[config.mk]
export PLATFORM = sky130hd
export DESIGN_NAME = gat_bram_load_ctrl
export DESIGN_NICKNAME = d
export VERILOG_FILES = /design/src/rtl/gat_pkg.sv /design/src/rtl/gat_load_ch_cnt.sv /design/src/rtl/gat_bram_load_ctrl.sv
export SDC_FILE = /design/constraint.sdc
export NUM_CORES = 1
export LEC_CHECK = 0
export BUFFER_PORTS_ARGS = -buffer_cell sky130_fd_sc_hd__buf_2
export CAP_MARGIN = 40
export CORE_MARGIN = 5
export CORE_UTILIZATION = 45
export CTS_BUF_LIST = sky130_fd_sc_hd__clkbuf_4
export DETAILED_ROUTE_END_ITERATION = 12
export GPL_TIMING_DRIVEN = 0
export PLACE_DENSITY = 0.66
export SYNTH_ARGS = -nofsm -noshare
export SYNTH_HDL_FRONTEND = slang
export SYNTH_HIERARCHICAL = 1
export SYNTH_SLANG_ARGS = --single-unit
export TNS_END_PERCENT = 100
[constraint.sdc]
create_clock -name clk -period 2.8 [get_ports clk]
set_input_delay 0.28 -clock clk [delete_from_list [all_inputs] [get_ports clk]]
set_output_delay 0.28 -clock clk [all_outputs]
set_load 0.1 [all_outputs]
[src/rtl/gat_pkg.sv]
// Shared definitions for the GAT BRAM load controller: FSM states,
// error-cause codes and fixed channel indices.
package gat_pkg;

  typedef enum logic [1:0] {
    IDLE = 2'd0,
    LOAD = 2'd1,
    DONE = 2'd2
  } state_e;

  localparam logic [1:0] ERR_NONE  = 2'd0;
  localparam logic [1:0] ERR_RANGE = 2'd1;  // word address beyond programmed length
  localparam logic [1:0] ERR_CHAN  = 2'd2;  // channel masked off or already complete
  localparam logic [1:0] ERR_IDX   = 2'd3;  // channel index does not exist

  localparam int unsigned CH_H_DATA    = 32'd0;
  localparam int unsigned CH_NODE_INFO = 32'd1;
  localparam int unsigned CH_WGT       = 32'd2;

  // Picks the reported cause when several apply: bad index beats range beats channel state.
  function automatic logic [1:0] err_prio(input logic idx_bad, input logic range_bad);
    logic [1:0] code;
    if (idx_bad) begin
      code = ERR_IDX;
    end else if (range_bad) begin
      code = ERR_RANGE;
    end else begin
      code = ERR_CHAN;
    end
    return code;
  endfunction

endpackage

[src/rtl/gat_load_ch_cnt.sv]
// One BRAM load channel: holds the programmed length, counts accepted
// writes and flags completion when the count reaches the length.
module gat_load_ch_cnt
  import gat_pkg::*;
#(
  parameter int ADDR_W = 18,
  parameter int LEN_W  = 19
) (
  input  logic              clk,
  input  logic              rst,
  input  logic              start_i,     // layer start (already has priority over writes)
  input  logic              mask_i,      // this channel takes part in the new layer
  input  logic [LEN_W-1:0]  len_i,       // expected word count for the new layer
  input  logic              sel_i,       // live write in LOAD targeting this channel
  input  logic [ADDR_W-1:0] addr_i,      // word address of the write
  output logic              accept_o,
  output logic              in_range_o,
  output logic              open_o,      // masked in and not yet complete
  output logic              done_o
);

  logic              mask_q, mask_d;
  logic              done_q, done_d;
  logic [LEN_W-1:0]  len_q, len_d;
  logic [LEN_W-1:0]  cnt_q, cnt_d;
  logic [LEN_W-1:0]  cnt_inc_s;
  logic              in_range_s;
  logic              open_s;
  logic              accept_s;

  // Accept decode and next-state for length, count and done flag.
  always_comb begin
    len_d      = len_q;
    cnt_d      = cnt_q;
    mask_d     = mask_q;
    done_d     = done_q;
    cnt_inc_s  = cnt_q + {{(LEN_W-1){1'b0}}, 1'b1};
    in_range_s = ({1'b0, addr_i} < len_q);
    open_s     = mask_q & ~done_q;
    accept_s   = sel_i & open_s & in_range_s;
    if (start_i) begin
      mask_d = mask_i;
      if (mask_i) begin
        // A zero-length channel is complete as soon as the layer starts.
        len_d  = len_i;
        cnt_d  = {LEN_W{1'b0}};
        done_d = (len_i == {LEN_W{1'b0}});
      end else begin
        // Unmasked channels keep length, count and done from the previous layer.
        len_d  = len_q;
        cnt_d  = cnt_q;
        done_d = done_q;
      end
    end else if (accept_s) begin
      // Done rises together with the final write appearing on the BRAM port.
      cnt_d  = cnt_inc_s;
      done_d = (cnt_inc_s == len_q);
    end else begin
      cnt_d  = cnt_q;
      done_d = done_q;
    end
  end

  // Channel state registers.
  always_ff @(posedge clk) begin
    if (rst) begin
      len_q  <= {LEN_W{1'b0}};
      cnt_q  <= {LEN_W{1'b0}};
      mask_q <= 1'b0;
      done_q <= 1'b0;
    end else begin
      len_q  <= len_d;
      cnt_q  <= cnt_d;
      mask_q <= mask_d;
      done_q <= done_d;
    end
  end

  assign accept_o   = accept_s;
  assign in_range_o = in_range_s;
  assign open_o     = open_s;
  assign done_o     = done_q;

endmodule

[src/rtl/gat_bram_load_ctrl.sv]
// Demultiplexes the PS byte-addressed write bus onto NUM_CH BRAM write
// ports, tracks per-channel completion, flags bad writes and issues a
// single start pulse to gat_top once every channel is loaded.
module gat_bram_load_ctrl
  import gat_pkg::*;
#(
  parameter int TOP_WIDTH = 32,
  parameter int NUM_CH    = 3,
  parameter int CH_SEL_W  = (NUM_CH > 1) ? $clog2(NUM_CH) : 1,
  parameter int MAX_DEPTH = 242101,
  parameter int ADDR_W    = $clog2(MAX_DEPTH),
  parameter int LEN_W     = ADDR_W + 1
) (
  input  logic                    clk,
  input  logic                    rst,
  input  logic                    cfg_start,
  input  logic [NUM_CH-1:0]       cfg_mask,
  input  logic [NUM_CH*LEN_W-1:0] cfg_len,
  input  logic                    wr_valid,
  input  logic [CH_SEL_W-1:0]     wr_ch,
  input  logic [ADDR_W+1:0]       wr_addr,
  input  logic [TOP_WIDTH-1:0]    wr_data,
  output logic [NUM_CH-1:0]       bram_we,
  output logic [ADDR_W-1:0]       bram_addr,
  output logic [TOP_WIDTH-1:0]    bram_din,
  output logic [NUM_CH-1:0]       load_done,
  output logic                    all_done,
  output logic                    gat_start,
  output logic                    busy,
  output logic                    err,
  output logic [1:0]              err_code
);

  state_e                state_q, state_d;
  logic [NUM_CH-1:0]     bram_we_q;
  logic [ADDR_W-1:0]     bram_addr_q;
  logic [TOP_WIDTH-1:0]  bram_din_q;
  logic                  all_done_q;
  logic                  gat_start_q;
  logic                  busy_q;
  logic                  err_q;
  logic [1:0]            err_code_q;

  logic [ADDR_W-1:0]     word_addr_s;
  logic                  wr_live_s;
  logic [NUM_CH-1:0]     sel_s;
  logic [NUM_CH-1:0]     accept_s;
  logic [NUM_CH-1:0]     in_range_s;
  logic [NUM_CH-1:0]     open_s;
  logic [NUM_CH-1:0]     done_s;
  logic                  idx_ok_s;
  logic                  range_ok_s;
  logic                  reject_s;
  logic                  unused_s;

  // Byte lane bits carry no information for word-wide BRAM writes.
  assign unused_s    = &{1'b0, wr_addr[1:0]};
  assign word_addr_s = wr_addr[ADDR_W+1:2];
  // A start in the same cycle drops any write without raising an error.
  assign wr_live_s   = (state_q == LOAD) & wr_valid & ~cfg_start;

  for (genvar c = 0; c < NUM_CH; c++) begin : g_ch
    assign sel_s[c] = wr_live_s & (wr_ch == CH_SEL_W'(c));

    gat_load_ch_cnt #(
      .ADDR_W (ADDR_W),
      .LEN_W  (LEN_W)
    ) u_cnt (
      .clk        (clk),
      .rst        (rst),
      .start_i    (cfg_start),
      .mask_i     (cfg_mask[c]),
      .len_i      (cfg_len[c*LEN_W +: LEN_W]),
      .sel_i      (sel_s[c]),
      .addr_i     (word_addr_s),
      .accept_o   (accept_s[c]),
      .in_range_o (in_range_s[c]),
      .open_o     (open_s[c]),
      .done_o     (done_s[c])
    );
  end

  // Range status of the addressed channel, and whether that channel exists.
  always_comb begin
    idx_ok_s   = 1'b0;
    range_ok_s = 1'b0;
    for (int c = 0; c < NUM_CH; c++) begin
      idx_ok_s   = (wr_ch == CH_SEL_W'(c)) ? 1'b1          : idx_ok_s;
      range_ok_s = (wr_ch == CH_SEL_W'(c)) ? in_range_s[c] : range_ok_s;
    end
    reject_s = wr_live_s & ~(|accept_s);
  end

  // Next-state logic: any start (re)enters LOAD, LOAD ends once all channels are done.
  always_comb begin
    state_d = state_q;
    case (state_q)
      IDLE: begin
        if (cfg_start) state_d = LOAD;
        else           state_d = IDLE;
      end
      LOAD: begin
        if (cfg_start)      state_d = LOAD;
        else if (&done_s)   state_d = DONE;
        else                state_d = LOAD;
      end
      DONE: begin
        if (cfg_start) state_d = LOAD;
        else           state_d = DONE;
      end
      default: state_d = IDLE;
    endcase
  end

  // State register.
  always_ff @(posedge clk) begin
    if (rst) begin
      state_q <= IDLE;
    end else begin
      state_q <= state_d;
    end
  end

  // Registered BRAM port, completion flags and sticky error capture.
  always_ff @(posedge clk) begin
    if (rst) begin
      bram_we_q   <= {NUM_CH{1'b0}};
      bram_addr_q <= {ADDR_W{1'b0}};
      bram_din_q  <= {TOP_WIDTH{1'b0}};
      all_done_q  <= 1'b0;
      gat_start_q <= 1'b0;
      busy_q      <= 1'b0;
      err_q       <= 1'b0;
      err_code_q  <= ERR_NONE;
    end else begin
      bram_we_q <= accept_s;
      if (|accept_s) begin
        bram_addr_q <= word_addr_s;
        bram_din_q  <= wr_data;
      end
      all_done_q  <= &done_s;
      gat_start_q <= (&done_s) & ~all_done_q;
      busy_q      <= (state_d == LOAD);
      if (cfg_start) begin
        err_q      <= 1'b0;
        err_code_q <= ERR_NONE;
      end else if (reject_s && !err_q) begin
        err_q      <= 1'b1;
        err_code_q <= err_prio(~idx_ok_s, ~range_ok_s);
      end
    end
  end

  assign bram_we   = bram_we_q;
  assign bram_addr = bram_addr_q;
  assign bram_din  = bram_din_q;
  assign load_done = done_s;
  assign all_done  = all_done_q;
  assign gat_start = gat_start_q;
  assign busy      = busy_q;
  assign err       = err_q;
  assign err_code  = err_code_q;

endmodule

# Word-level counts from Yosys, hierarchy flattened
# Index checks and enable logic that the tools add are counted.
dict set report word_totals {
  inputBits 118
  elab_cells 110
  ff_bits 181
  output_inout_bits 62
}
dict set report op_classes {
  bitwise 22
  magnitude_cmp 3
  muxes 31
  eq_ne 11
  reduce_logical 19
  add_sub_neg 3
}
# op count
set op_table {}
lappend op_table {{two-way mux 19 bit} 9}
lappend op_table {{adder 19 x 1 -> 19 bit (second input constant)} 3}
lappend op_table {{equality test 19 bit} 3}
lappend op_table {{zero test 19 bit} 3}
lappend op_table {{less-than comparator 18 x 19 -> 1 bit} 3}
lappend op_table {{bitwise AND 1 bit} 16}
lappend op_table {{two-way mux 1 bit} 16}
lappend op_table {{AND reduction 2 bit} 6}
lappend op_table {{two-way mux 2 bit} 5}
lappend op_table {{equality test 2 x 1 -> 1 bit (second input constant)} 3}
lappend op_table {{inequality test 2 x 1 -> 1 bit (second input constant)} 3}
lappend op_table {{NOT 1 bit} 6}
lappend op_table {{one-hot mux 2 bit (3 select lines)} 1}
lappend op_table {{nonzero test 2 bit} 3}
lappend op_table {{equality test 2 bit (second input constant)} 2}
lappend op_table {{zero test 2 bit} 2}
lappend op_table {{AND reduction 3 bit} 1}
lappend op_table {{OR reduction 3 bit} 1}
lappend op_table {{OR reduction 2 bit} 1}
lappend op_table {{logical AND 1 bit} 1}
lappend op_table {{zero test 1 bit} 1}

# Longest topological paths before layout
# Gate-level depths: netlist (run 1).
dict set report logic_depth {
  ltp_word 10
  ltp_mapped 13
  mapped_depth_nobuf 11
}

# Cells and area by module
# The synthesis (run 1) kept the hierarchy.
# module cells_each n_inst area_per_inst_um2 seq_area_each_um2
set by_module_without_submodules {}
lappend by_module_without_submodules {{gat_load_ch_cnt (g_ch[1].u_cnt ...)} 365 2 2750.1 800.8}
lappend by_module_without_submodules {{gat_load_ch_cnt (g_ch[0].u_cnt)} 368 1 2746.4 800.8}
lappend by_module_without_submodules {gat_bram_load_ctrl 261 1 2145.8 1221.2}

# Worst setup path after synthesis (run 1)
# Ideal clock, no wire load.
dict set report synth_path {
  path_kind {reg2reg}
  startpoint {reg g_ch[0].u_cnt.len_q[10]}
  endpoint {reg bram_addr_q[0], in the netlist bram_addr[0]}
  setup_time_ns 0.132
  slack_ns 0.255
  required_time_ns 2.668
  path_buffers 2
  period_less_slack_ns 2.545
  stages_incl_launch_ff 13
  t_arrival_ns 2.413
  path_cell_list {dfxtp_1 -> inv_1 -> ha_1 -> nand4_1 -> nand2b_1 -> a211oi_2 -> nor3b_1 -> and3_1 -> or3_1 -> clkbuf_1 -> buf_2 -> nand2_1 -> a21oi_1}
}
dict set report synth_via {
  elab_chain_cells 3
}
# element line_no
set synth_lines {}
lappend synth_lines {{from (decl)} gat_load_ch_cnt.sv:24} ;# logic [LEN_W-1:0] len_q, len_d;
lappend synth_lines {{from (signal assigned)} gat_load_ch_cnt.sv:67} ;# len_q <= {LEN_W{1'b0}};
lappend synth_lines {{from (signal assigned)} gat_load_ch_cnt.sv:72} ;# len_q <= len_d;
lappend synth_lines {{less-than comparator 18 x 19 -> 1 bit} gat_load_ch_cnt.sv:38} ;# in_range_s = ({1'b0, addr_i} < len_q);
lappend synth_lines {{via in_range_s[0]} gat_bram_load_ctrl.sv:48} ;# logic [NUM_CH-1:0] in_range_s;
lappend synth_lines {{bitwise AND 1 bit} gat_load_ch_cnt.sv:40} ;# accept_s = sel_i & open_s & in_range_s;
lappend synth_lines {{via accept_s[0]} gat_bram_load_ctrl.sv:47} ;# logic [NUM_CH-1:0] accept_s;
lappend synth_lines {{OR reduction 3 bit} gat_bram_load_ctrl.sv:137} ;# if (|accept_s) begin
lappend synth_lines {{to (signal assigned)} gat_bram_load_ctrl.sv:128} ;# bram_addr_q <= {ADDR_W{1'b0}};
lappend synth_lines {{to (signal assigned)} gat_bram_load_ctrl.sv:138} ;# bram_addr_q <= word_addr_s;
lappend synth_lines {{to (decl)} gat_bram_load_ctrl.sv:36} ;# logic [ADDR_W-1:0] bram_addr_q;
# The timed path passes the listed nets, and every way through them passes these cells.
# A chain may end at the register's enable or synchronous reset.

# Worst setup path after layout (run 1)
dict set report layout_path {
  startpoint {reg g_ch[0].u_cnt.len_q[8]}
  endpoint {reg bram_addr_q[12], in the netlist bram_addr[12]}
}
# The elaborated chain is that of the path after synthesis.

==> flow_summary_export.csv, run 1 <==
group,metric,value,unit
floorplan,rows,55,
timing,setup_viol,0,
synthesis,synthTopCellsByArea,"dfxtp_1, nand2_1, a21oi_1, ha_1, xnor2_1",
floorplan,floorplan.die.width,162,um
power_and_ir_drop,power_frac_seq,53.2,%
global_routing,grt_pass1_vias,10300,
timing,period_share,96.5,%
floorplan,ios,180,
detailed_routing,vias,10900,
cells_and_area,multi_input_area,6360,um^2
power_and_ir_drop,p_sw,1630,uW
floorplan,dieArea,26200,um^2
detailed_routing,drt_iter0_drc,777,
global_routing,track_usage,25.3,%
cells_and_area,final_util,58.4,%
power_and_ir_drop,p_per_area,380,nW/um^2
critical_path,cp_data_arrival_time,3.18,ns
synthesis,netlist_instances,1359,
timing,whs,0.0821,ns
floorplan,initial_core_util,45.8,%
critical_path,reg2regPathDepth,12,
timing,fin_ws,0.0979,ns
cells_and_area,seq_area,3630,um^2
power_and_ir_drop,power_frac_comb,15.9,%
timing,tightestPinTransition,0.573,ns
power_and_ir_drop,leakage,0.00519,uW
global_routing,grt-busiest-layer,"met2",
worst_hold_path,hold_end,"g_ch[0].u_cnt/cnt_q[1]",
critical_path,crit_required,3.28,ns
timing,maxSlewViolCount,0,
detailed_routing,drc,0,
timing,min_period,2.70,ns
cells_and_area,drive_gt1_share,18.4,%
timing,rsz0062_at_grt,"yes",
critical_path,cp_num_buf_inv,2,
power_and_ir_drop,sw_frac_of_total,32.4,%
synthesis,synth_nets,1531,
global_routing,grt_max_degree,26,
global_routing,grt_use_met2,42.1,%
clock_network,cts_sinks,181,
critical_path,cp_max_fo,10,
critical_path,critPathLaunchType,"flop",
critical_path,endpoint_kind,"flop",
global_routing,grt_use_met3,5.33,%
clock_network,clkTransAtPathRegs,0.15,ns
cells_and_area,fillers,2081,
place,dp_hpwl,24900,um
global_routing,grt_overflow,0,
floorplan,core,22700,um^2
timing,fmax,370,MHz
clock_network,cts_max_path_buffers,2,
cells_and_area,layout_common_cells,"nand2_1, buf_2, dfxtp_1",
synthesis,synth_edf_count,0,
clock_network,root_buffer,"clkbuf_4",
flow_run,cap_violations,0,
synthesis,ys.flop_type,"dfxtp_1",
place,place_congestion,0.917,
critical_path,r2r-end,"bram_addr[12]",
cells_and_area,syn_to_final_growth,27.6,%
worst_hold_path,hp-start,"cfg_mask[0]",
detailed_routing,wl_per_cell,17.2,um
global_routing,grt_antenna_before_repair,3,
clock_network,cts-buffers-inserted,17,
timing,fin_worst_skew,0.0383,ns
cells_and_area,nets,1842,
critical_path,crit_path_top_delay_cell,"dfxtp_1",
critical_path,crit_type,"reg2reg",
global_routing,grt_util_met1,33.7,%
place,dp_slack,-0.370,ns
synthesis,yosys_warnings,6,
critical_path,cp_common_cell,"a21oi_1",
synthesis,synthArstFlopShare,0,%
critical_path,rrSetupSlack,0.1,ns
detailed_routing,wl,33900,um
power_and_ir_drop,p_clk_share,30.9,%
synthesis,synth_area,10400,um^2
cells_and_area,final_common_cell,"nand2_1",
synthesis,yosysUniqueCellTypes,68,
critical_path,max_stage_delay,0.43,ns
worst_hold_path,hold_path_class,"in2reg",
critical_path,critical_path.cell_chain,"inv_1 > ha_1 > a21oi_1 > o21ai_0 > a21oi_2 > a211oi_4 > nor3b_1 > and3_2 > or3_4 > clkbuf_4 > nand2_1 > a21oi_1",
clock_network,cts_max_level,4,
critical_path,critPathTopFamily,"simple AND/OR/NAND/NOR gates",
run_status,status,"completed",
timing,slew_headroom,61.6,%
global_routing,grt_pass1_wl,53600,um
detailed_routing,first_pass_iters,5,
synthesis,syn_area_per_cell,7.65,um^2
place,port_buffers,177,
synthesis,ys_ff_latch,181,
floorplan,die_y,162,um
power_and_ir_drop,p_int,3410,uW
detailed_routing,drtAntennaViolNets,0,
detailed_routing,viasPerCell,5.54,
worst_hold_path,hold_depth,4,
critical_path,r2r_start,"g_ch[0].u_cnt/len_q[8]",
clock_network,insertion_delay,0.63,ns
synthesis,synth.yosys.seq_area_share,34.9,%
clock_network,cts_tree,"yes",
synthesis,synth_top_cell_by_area,"dfxtp_1",
timing,hold_viol,0,
synthesis,synth_top_cell_area_share,34.9,%
power_and_ir_drop,vdd_drop_max,0.306,mV
==> sequential cells by signal (all words and copies together) (netlist names) <==
signal,flops
all_done,1
bram_addr,18
bram_din,32
bram_we,3
busy,1
err,1
err_code,2
g_ch.u_cnt/cnt_q,57
g_ch.u_cnt/done_o,3
g_ch.u_cnt/len_q,57
g_ch.u_cnt/mask_q,3
gat_start,1
state_q,2
==> power by group through the flow <==
stage                     clock (uW)  sequential [uW]  combinational, uW
after floorplan                    0             2750                365
after global placement             0             2730                632
after detailed placement           0             2730                649
after CTS                       1590             2680                770
after global routing            1720             2690                879
final                           1560             2680                799
==> how the worst max path moves through the flow <==
stage                                  startpoint  cells after the start                 endpoint  slack [ns]
after floorplan           g_ch[0].u_cnt/len_q[10]                     12             bram_addr[0]        0.25
after global placement                 wr_addr[6]                     12              bram_din[7]       -0.34
after detailed placement               wr_addr[6]                     12              bram_din[6]       -0.37
after CTS                 g_ch[0].u_cnt/len_q[15]                      9  g_ch[0].u_cnt/cnt_q[10]        0.04
after global routing                   state_q[0]                      7   g_ch[2].u_cnt/cnt_q[5]       -0.04
final                      g_ch[0].u_cnt/len_q[8]                     12            bram_addr[12]         0.1
==> cells by family (layout without fill, tap and decap cells) <==
group | Yosys count | count (layout) | share of synthesized area [%]
xor gates and xnor gates | 81 | 81 | 6.83
buffers and inverters | 139 | 463 | 5.48
adders and majority gates | 54 | 54 | 6.50
other | 0 | 1 | 0
and+or+nand+nor | 564 | 564 | 26.1
DFF | 181 | 181 | 34.9
AOI/OAI and AO/OA | 332 | 332 | 19.5
muxes | 8 | 8 | 0.783
==> area by class of cell <==
class                      instances  share of cell area [%]
inverter                          64                    1.81
buffer                            74                    2.55
multi-input combinational       1039                    48.0
tap                              285                    2.69
clock inverter                    15                    1.34
timing repair buffer             293                    15.3
sequential                       181                    27.4
antenna                            1                  0.0189
clock buffer                      17                   0.962
==> stage by stage <==
stage / cell area, um^2 / std cells / TNS (ns) / total power, uW
after floorplan: 10400 / 1359 / 0 / 3120
after global placement: 11600 / 1821 / -18.85 / 3370
after detailed placement: 11600 / 1821 / -19.52 / 3380
after CTS: 13000 / 1960 / 0 / 5050
after global routing: 13300 / 1969 / -0.120 / 5290
final: 13300 / 1969 / 0 / 5040
==> what timing repair did <==
| item | 4_1_cts | 5_1_grt |
|---|---|---|
| hold buffers | 107 | 0 |
| pin swaps | 2 | 4 |
| hold endpoints to repair | 108 | 0 |
| gates resized for setup | 7 | 45 |
| buffers inserted | 1 | 8 |
| endpoints found under the setup margin | 54 | 90 |
==> Yosys cell counts, types with 4 or more instances <==
cell type,n
nand2b_1,10
nand4b_1,6
xnor2_1,49
nand2_1,278
nor3_2,11
and3_1,9
a21oi_1,154
or3_1,5
a211oi_1,12
nand4_1,31
buf_2,26
nor2b_1,24
mux2i_1,7
xor2_1,32
nand3_1,45
ha_1,54
a31oi_1,11
o22ai_1,6
o211ai_1,4
o21ai_1,20
o21a_1,4
nor3_1,16
dfxtp_1,181
o21ai_0,56
o31ai_1,19
nor2_1,72
a21o_1,8
nor3b_1,7
inv_1,64
nand3b_1,7
clkbuf_1,45
nor4_1,24
==> worst min-delay path, delay by kind of cell <==
family,cells,cell delay (ns)
buffers and inverters,1,0.11
AND/OR/NAND/NOR,1,0.09
AO/OA/AOI/OAI,2,0.17
==> metal layers <==
| metal | routed length, um | up-vias |
|---|---|---|
| met5 | 28 | - |
| met4 | 855 | 4 |
| met3 | 2480 | 67 |
| met2 | 15700 | 377 |
| met1 | 14800 | 5075 |
| li1 | - | 5377 |
Power figures use the tool's default switching activity.
==> inputs of run 2 (changes only) <==
- CORE_UTILIZATION: 45 -> 30
- PLACE_DENSITY: 0.66 -> not set
==> run 2 against run 1 <==
Against the previous run:
- maximum frequency fell by 0.46%
- sequential cell count unchanged
- routed wire length is 6.0% higher
- clock skew decreased by 0.0023 ns
- via count fell by 0.49%
- hold slack improved by 0.013 ns
- critical path depth is 1 higher
- register-to-register slack hardly changed
- non-clock buffer count down 1
- count of clock-buffer cells in the layout unchanged
- die area is 47% higher
- largest power group unchanged
==> flow_summary_export.csv, run 2 (synthesized netlist as in run 1, its figures left out) <==
group,metric,value,unit
power_and_ir_drop,leakage,0.00518,uW
global_routing,grt_pass1_wl,54600,um
timing,hold_viol,0,
cells_and_area,nets,1841,
cells_and_area,syn_to_final_growth,29.9,%
floorplan,floorplan.die.width,196,um
critical_path,endpoint_kind,"flop",
clock_network,insertion_delay,0.62,ns
clock_network,cts-buffers-inserted,17,
critical_path,crit_path_top_delay_cell,"dfxtp_1",
critical_path,cp_num_buf_inv,4,
global_routing,track_usage,17.7,%
cells_and_area,drive_gt1_share,18.5,%
floorplan,core,34400,um^2
critical_path,rrSetupSlack,0.09,ns
detailed_routing,wl,36000,um
floorplan,ios,180,
floorplan,dieArea,38500,um^2
timing,whs,0.0952,ns
place,dp_hpwl,27800,um
clock_network,cts_max_level,4,
timing,setup_viol,0,
power_and_ir_drop,p_sw,1570,uW
cells_and_area,final_cells,2139,
cells_and_area,fillers,3580,
detailed_routing,viasPerCell,5.07,
critical_path,cp_data_arrival_time,3.21,ns
global_routing,grt_max_degree,26,
critical_path,critPathTopFamily,"compound AO/OA/AOI/OAI gates",
global_routing,grt_pass1_vias,10000,
timing,tns,0,ns
floorplan,rows,68,
detailed_routing,vias,10800,
global_routing,grt_antenna_before_repair,2,
floorplan,initial_core_util,30.2,%
flow_run,cap_violations,0,
power_and_ir_drop,power_frac_comb,15.9,%
power_and_ir_drop,power_frac_seq,52.4,%
place,place_congestion,0.920,
worst_hold_path,hold_path_class,"in2reg",
place,placedCellCount,1991,
clock_network,root_buffer,"clkbuf_4",
cells_and_area,fin_area,13500,um^2
timing,fin_ws,0.0853,ns
place,post_dp_cell_area,11800,um^2
detailed_routing,drtAntennaViolNets,0,
critical_path,critPathLaunchType,"flop",
clock_network,clkTransAtPathRegs,0.16,ns
timing,maxSlewViolCount,0,
timing,rsz0062_at_grt,"yes",
critical_path,crit_type,"reg2reg",
cells_and_area,layout_common_cells,"nand2_1, buf_2, dfxtp_1",
critical_path,crit_required,3.29,ns
timing,slew_headroom,59.7,%
power_and_ir_drop,p_clk_share,31.7,%
detailed_routing,drt_iter0_drc,627,
floorplan,die_y,196,um
timing,tightestPinTransition,0.604,ns
clock_network,cts_max_path_buffers,2,
place,dp_slack,-0.479,ns
power_and_ir_drop,p_int,3560,uW
timing,min_period,2.71,ns
global_routing,grt_overflow,0,
power_and_ir_drop,p_per_area,380,nW/um^2
clock_network,cts_sinks,181,
place,port_buffers,177,
critical_path,cp_common_cell,"buf_4",
cells_and_area,final_common_cell,"nand2_1",
timing,period_share,97.0,%
critical_path,max_stage_delay,0.45,ns
timing,fin_worst_skew,0.0360,ns
critical_path,cp_max_fo,10,
detailed_routing,first_pass_iters,8,
clock_network,cts_tree,"yes",
power_and_ir_drop,sw_frac_of_total,30.6,%
power_and_ir_drop,vdd_drop_max,0.233,mV
detailed_routing,drc,0,
detailed_routing,wl_per_cell,16.8,um
critical_path,critical_path.cell_chain,"inv_1 > ha_1 > a21o_1 > a211o_1 > a41oi_4 > o211ai_4 > nor2_4 > buf_4 > nor3_4 > buf_4 > buf_2 > nand2_1 > a21oi_1",
timing,fmax,368,MHz
run_status,status,"completed",
[run 2: worst reg2reg max path, stage by stage (launching register included)]
cell      delay [ns]
dfxtp_1         0.45
inv_1           0.08
ha_1            0.32
a21o_1          0.17
a211o_1         0.32
a41oi_4         0.28
o211ai_4        0.14
nor2_4          0.17
buf_4           0.15
nor3_4          0.03
buf_4           0.16
buf_2           0.19
nand2_1         0.09
a21oi_1         0.06
[run 2: metrics by stage]
step	total power, uW	util, %
5_1_grt	5370	39.3
2_1_floorplan	3120	-
3_3_place_gp	3380	34.5
6_report	5130	39.3
3_5_place_dp	3400	34.5
4_1_cts	5150	38.6
[run 2: path summary, 6_finish.rpt]
path	start	cells past startpoint	endpoint
hold / removal	cfg_mask[0]	4	g_ch[0].u_cnt/cnt_q[1]
setup / recovery	g_ch[1].u_cnt/len_q[4]	13	bram_din[17]
hold reg to reg	all_done	1	gat_start
setup reg to reg	g_ch[1].u_cnt/len_q[4]	13	bram_din[17]
[run 2: cell type report]
type | instances | area (um^2) | area share [%]
diodes | 2 | 5.00 | 0.0371
well taps | 455 | 569 | 4.22
flip-flops and latches | 181 | 3640 | 26.9
plain buffers | 74 | 337 | 2.49
inverters | 64 | 240 | 1.78
clock inverters | 15 | 188 | 1.39
multi-input cells | 1039 | 6380 | 47.3
repair buffers | 292 | 2020 | 14.9
clock buffers | 17 | 128 | 0.945
[run 2: per-layer routing]
layer,up-vias,wire (um),global-route usage (%)
li1,5362,-,-
met1,5116,16900,24.4
met2,331,16200,28.7
met3,38,2180,3.14
met4,0,703,5.12
met5,-,0,0
[run 2: repair_timing]
action / in CTS / in global routing
pin swaps: 2 / 5
endpoints found under the setup margin: 54 / 97
hold buffers: 107 / 0
gates resized for setup: 11 / 44
endpoints found under the hold margin: 108 / 0
setup buffers: 1 / 7
[run 2: power by group through the flow]
stage	Sequential, uW	Combinational [uW]	Clock, uW
final	2690	814	1630
after global routing	2690	893	1780
after CTS	2690	782	1680
after detailed placement	2740	656	0
after global placement	2740	643	0
after floorplan	2750	365	0
==> inputs of run 3 (changes only) <==
- CORE_MARGIN: 5 -> 3
==> run 3 against run 2 <==
Against the previous run:
- routed wire length increased by 0.23%
- non-clock buffer count did not move
- die area down 4.0%
- via count about the same
- combinational power hardly changed
- count of clock-buffer cells in the layout stayed put
- critical path depth is 4 lower
- critical path type unchanged
- critical endpoint is now g_ch[0].u_cnt/cnt_q[2]
- largest cell class unchanged
- highest routed layer unchanged
==> flow_summary_export.csv, run 3 (synthesized netlist as in run 1, its figures left out) <==
group,metric,value,unit
clock_network,cts_sinks,181,
global_routing,grt_pass1_vias,10300,
place,dp_slack,-0.418,ns
cells_and_area,drive_gt1_share,18.6,%
global_routing,grt_util_met1,24.6,%
floorplan,rows,67,
critical_path,rrSetupSlack,0.09,ns
power_and_ir_drop,p_sw,1570,uW
power_and_ir_drop,power_frac_seq,53.4,%
run_status,status,"completed",
detailed_routing,vias,10900,
detailed_routing,wl,36100,um
clock_network,clkTransAtPathRegs,0.18,ns
worst_hold_path,hold_path_class,"in2reg",
floorplan,dieArea,36900,um^2
clock_network,cts_tree,"yes",
detailed_routing,viasPerCell,5.09,
critical_path,r2r-end,"g_ch[0].u_cnt/cnt_q[2]",
timing,setup_viol,0,
clock_network,root_buffer,"clkbuf_4",
floorplan,initial_core_util,30.7,%
timing,period_share,96.7,%
power_and_ir_drop,leakage,0.00518,uW
worst_hold_path,hold_depth,4,
global_routing,grt-busiest-layer,"met2",
place,dp_hpwl,27600,um
global_routing,grt_antenna_before_repair,2,
critical_path,cp_num_buf_inv,2,
global_routing,track_usage,18.9,%
power_and_ir_drop,p_int,3470,uW
timing,fin_ws,0.0912,ns
cells_and_area,nets,1841,
detailed_routing,first_pass_iters,5,
cells_and_area,syn_to_final_growth,29.8,%
power_and_ir_drop,power_frac_comb,16.2,%
place,place_congestion,0.935,
critical_path,max_stage_delay,0.50,ns
floorplan,die_y,192,um
worst_hold_path,hp-start,"cfg_mask[0]",
detailed_routing,drtAntennaViolNets,0,
critical_path,critPathTopFamily,"compound AO/OA/AOI/OAI gates",
critical_path,cp_data_arrival_time,3.24,ns
timing,slew_headroom,56.6,%
cells_and_area,layout_common_cells,"nand2_1, buf_2, dfxtp_1",
worst_hold_path,hold_end,"g_ch[0].u_cnt/cnt_q[1]",
critical_path,critical_path.cell_chain,"inv_1 > ha_1 > nand4b_1 > nand2b_1 > and4b_1 > a21boi_1 > clkbuf_2 > o21ai_0 > o21ai_1",
timing,fin_worst_skew,0.0377,ns
power_and_ir_drop,vdd_drop_max,0.246,mV
power_and_ir_drop,p_clk_share,30.4,%
detailed_routing,drt_iter0_drc,729,
critical_path,crit_type,"reg2reg",
floorplan,ios,180,
clock_network,cts-buffers-inserted,17,
timing,fmax,369,MHz
clock_network,cts_max_path_buffers,2,
critical_path,cp_max_fo,10,
detailed_routing,wl_per_cell,16.9,um
clock_network,cts_max_level,4,
global_routing,grt_pass1_wl,55200,um
global_routing,grt_max_degree,26,
clock_network,insertion_delay,0.61,ns
flow_run,cap_violations,0,
critical_path,endpoint_kind,"flop",
global_routing,grt_use_met3,3.65,%
floorplan,core,33900,um^2
power_and_ir_drop,p_per_area,373,nW/um^2
timing,maxSlewViolCount,0,
critical_path,crit_path_top_delay_cell,"a21boi_1",
critical_path,crit_required,3.33,ns
detailed_routing,drc,0,
global_routing,grt_overflow,0,
critical_path,critPathLaunchType,"flop",
critical_path,reg2regPathDepth,9,
timing,min_period,2.71,ns
power_and_ir_drop,power,5030,uW
timing,tightestPinTransition,0.645,ns
critical_path,r2r_start,"g_ch[0].u_cnt/len_q[15]",
timing,tns,0,ns
power_and_ir_drop,sw_frac_of_total,31.1,%
cells_and_area,final_common_cell,"nand2_1",
global_routing,grt_use_met2,31.6,%
timing,hold_viol,0,
floorplan,floorplan.die.width,192,um
place,port_buffers,177,
==> run 3: cell types whose count changed in the layout (fill, tap and decap cells not counted), sizes merged <==
cell      before  now
clkinv         6    4
buf          215  212
clkinvlp       0    1
clkbuf        61   64
inv           71   73
diode          2    3
bufinv         2    1
==> run 3: layer usage <==
layer | share of wire (%) | wire (um)
met1 | 46 | 16400
met3 | 6.0 | 2180
met5 | 0 | 0
met2 | 46 | 16400
met4 | 2.8 | 1020
==> run 3: what timing repair did <==
item	in CTS	in global routing
buffers inserted	1	7
setup endpoints to repair	54	99
hold endpoints to repair	108	0
resized for setup	13	53
pin swaps	1	8
hold buffers	107	0
==> run 3: power groups by stage <==
| stage | clock network [uW] | registers [uW] | logic [uW] |
|---|---|---|---|
| floorplan | 0 | 2750 | 365 |
| detailed placement | 0 | 2740 | 656 |
| global route | 1690 | 2700 | 898 |
| CTS | 1590 | 2690 | 785 |
| global placement | 0 | 2740 | 639 |
| finish | 1530 | 2690 | 815 |
==> run 3: area by class of cell <==
class / count / area [um^2]
fillers: 3478 / 20400
multi-input cells: 1039 / 6390
flip-flops and latches: 181 / 3640
repair buffers: 292 / 2020
well taps: 448 / 561
plain buffers: 74 / 348
inverters: 64 / 240
clock inverters: 15 / 160
clock buffers: 17 / 128
diodes: 3 / 7.51
==> run 3: per-stage QoR <==
step	hold slack (ns)	instance area, um^2	util, %	cells
floorplan	0.416	10400	-	1359
global placement	0.435	11800	35.0	1984
detailed placement	0.442	11800	35.0	1984
CTS	0.0164	13300	39.1	2123
global route	0.0738	13500	39.8	2132
finish	0.0780	13500	39.8	2133
==> run 3: worst max path at each step <==
stage                            start                      to  slack (ns)  cells after the start
2_1_floorplan  g_ch[0].u_cnt/len_q[10]            bram_addr[0]        0.25                     12
3_3_place_gp                wr_addr[6]            bram_din[28]       -0.36                     13
3_5_place_dp                wr_addr[6]            bram_din[28]       -0.42                     12
4_1_cts        g_ch[1].u_cnt/len_q[17]             bram_din[7]       0.008                     11
5_1_grt        g_ch[2].u_cnt/len_q[12]             bram_din[7]       -0.02                     11
6_report       g_ch[0].u_cnt/len_q[15]  g_ch[0].u_cnt/cnt_q[2]        0.09                      9
==> run 3: worst min-delay path: stages <==
cell and delay, ns:
buf_2 0.11, nand2_1 0.09, o211ai_1 0.11, a21oi_1 0.07
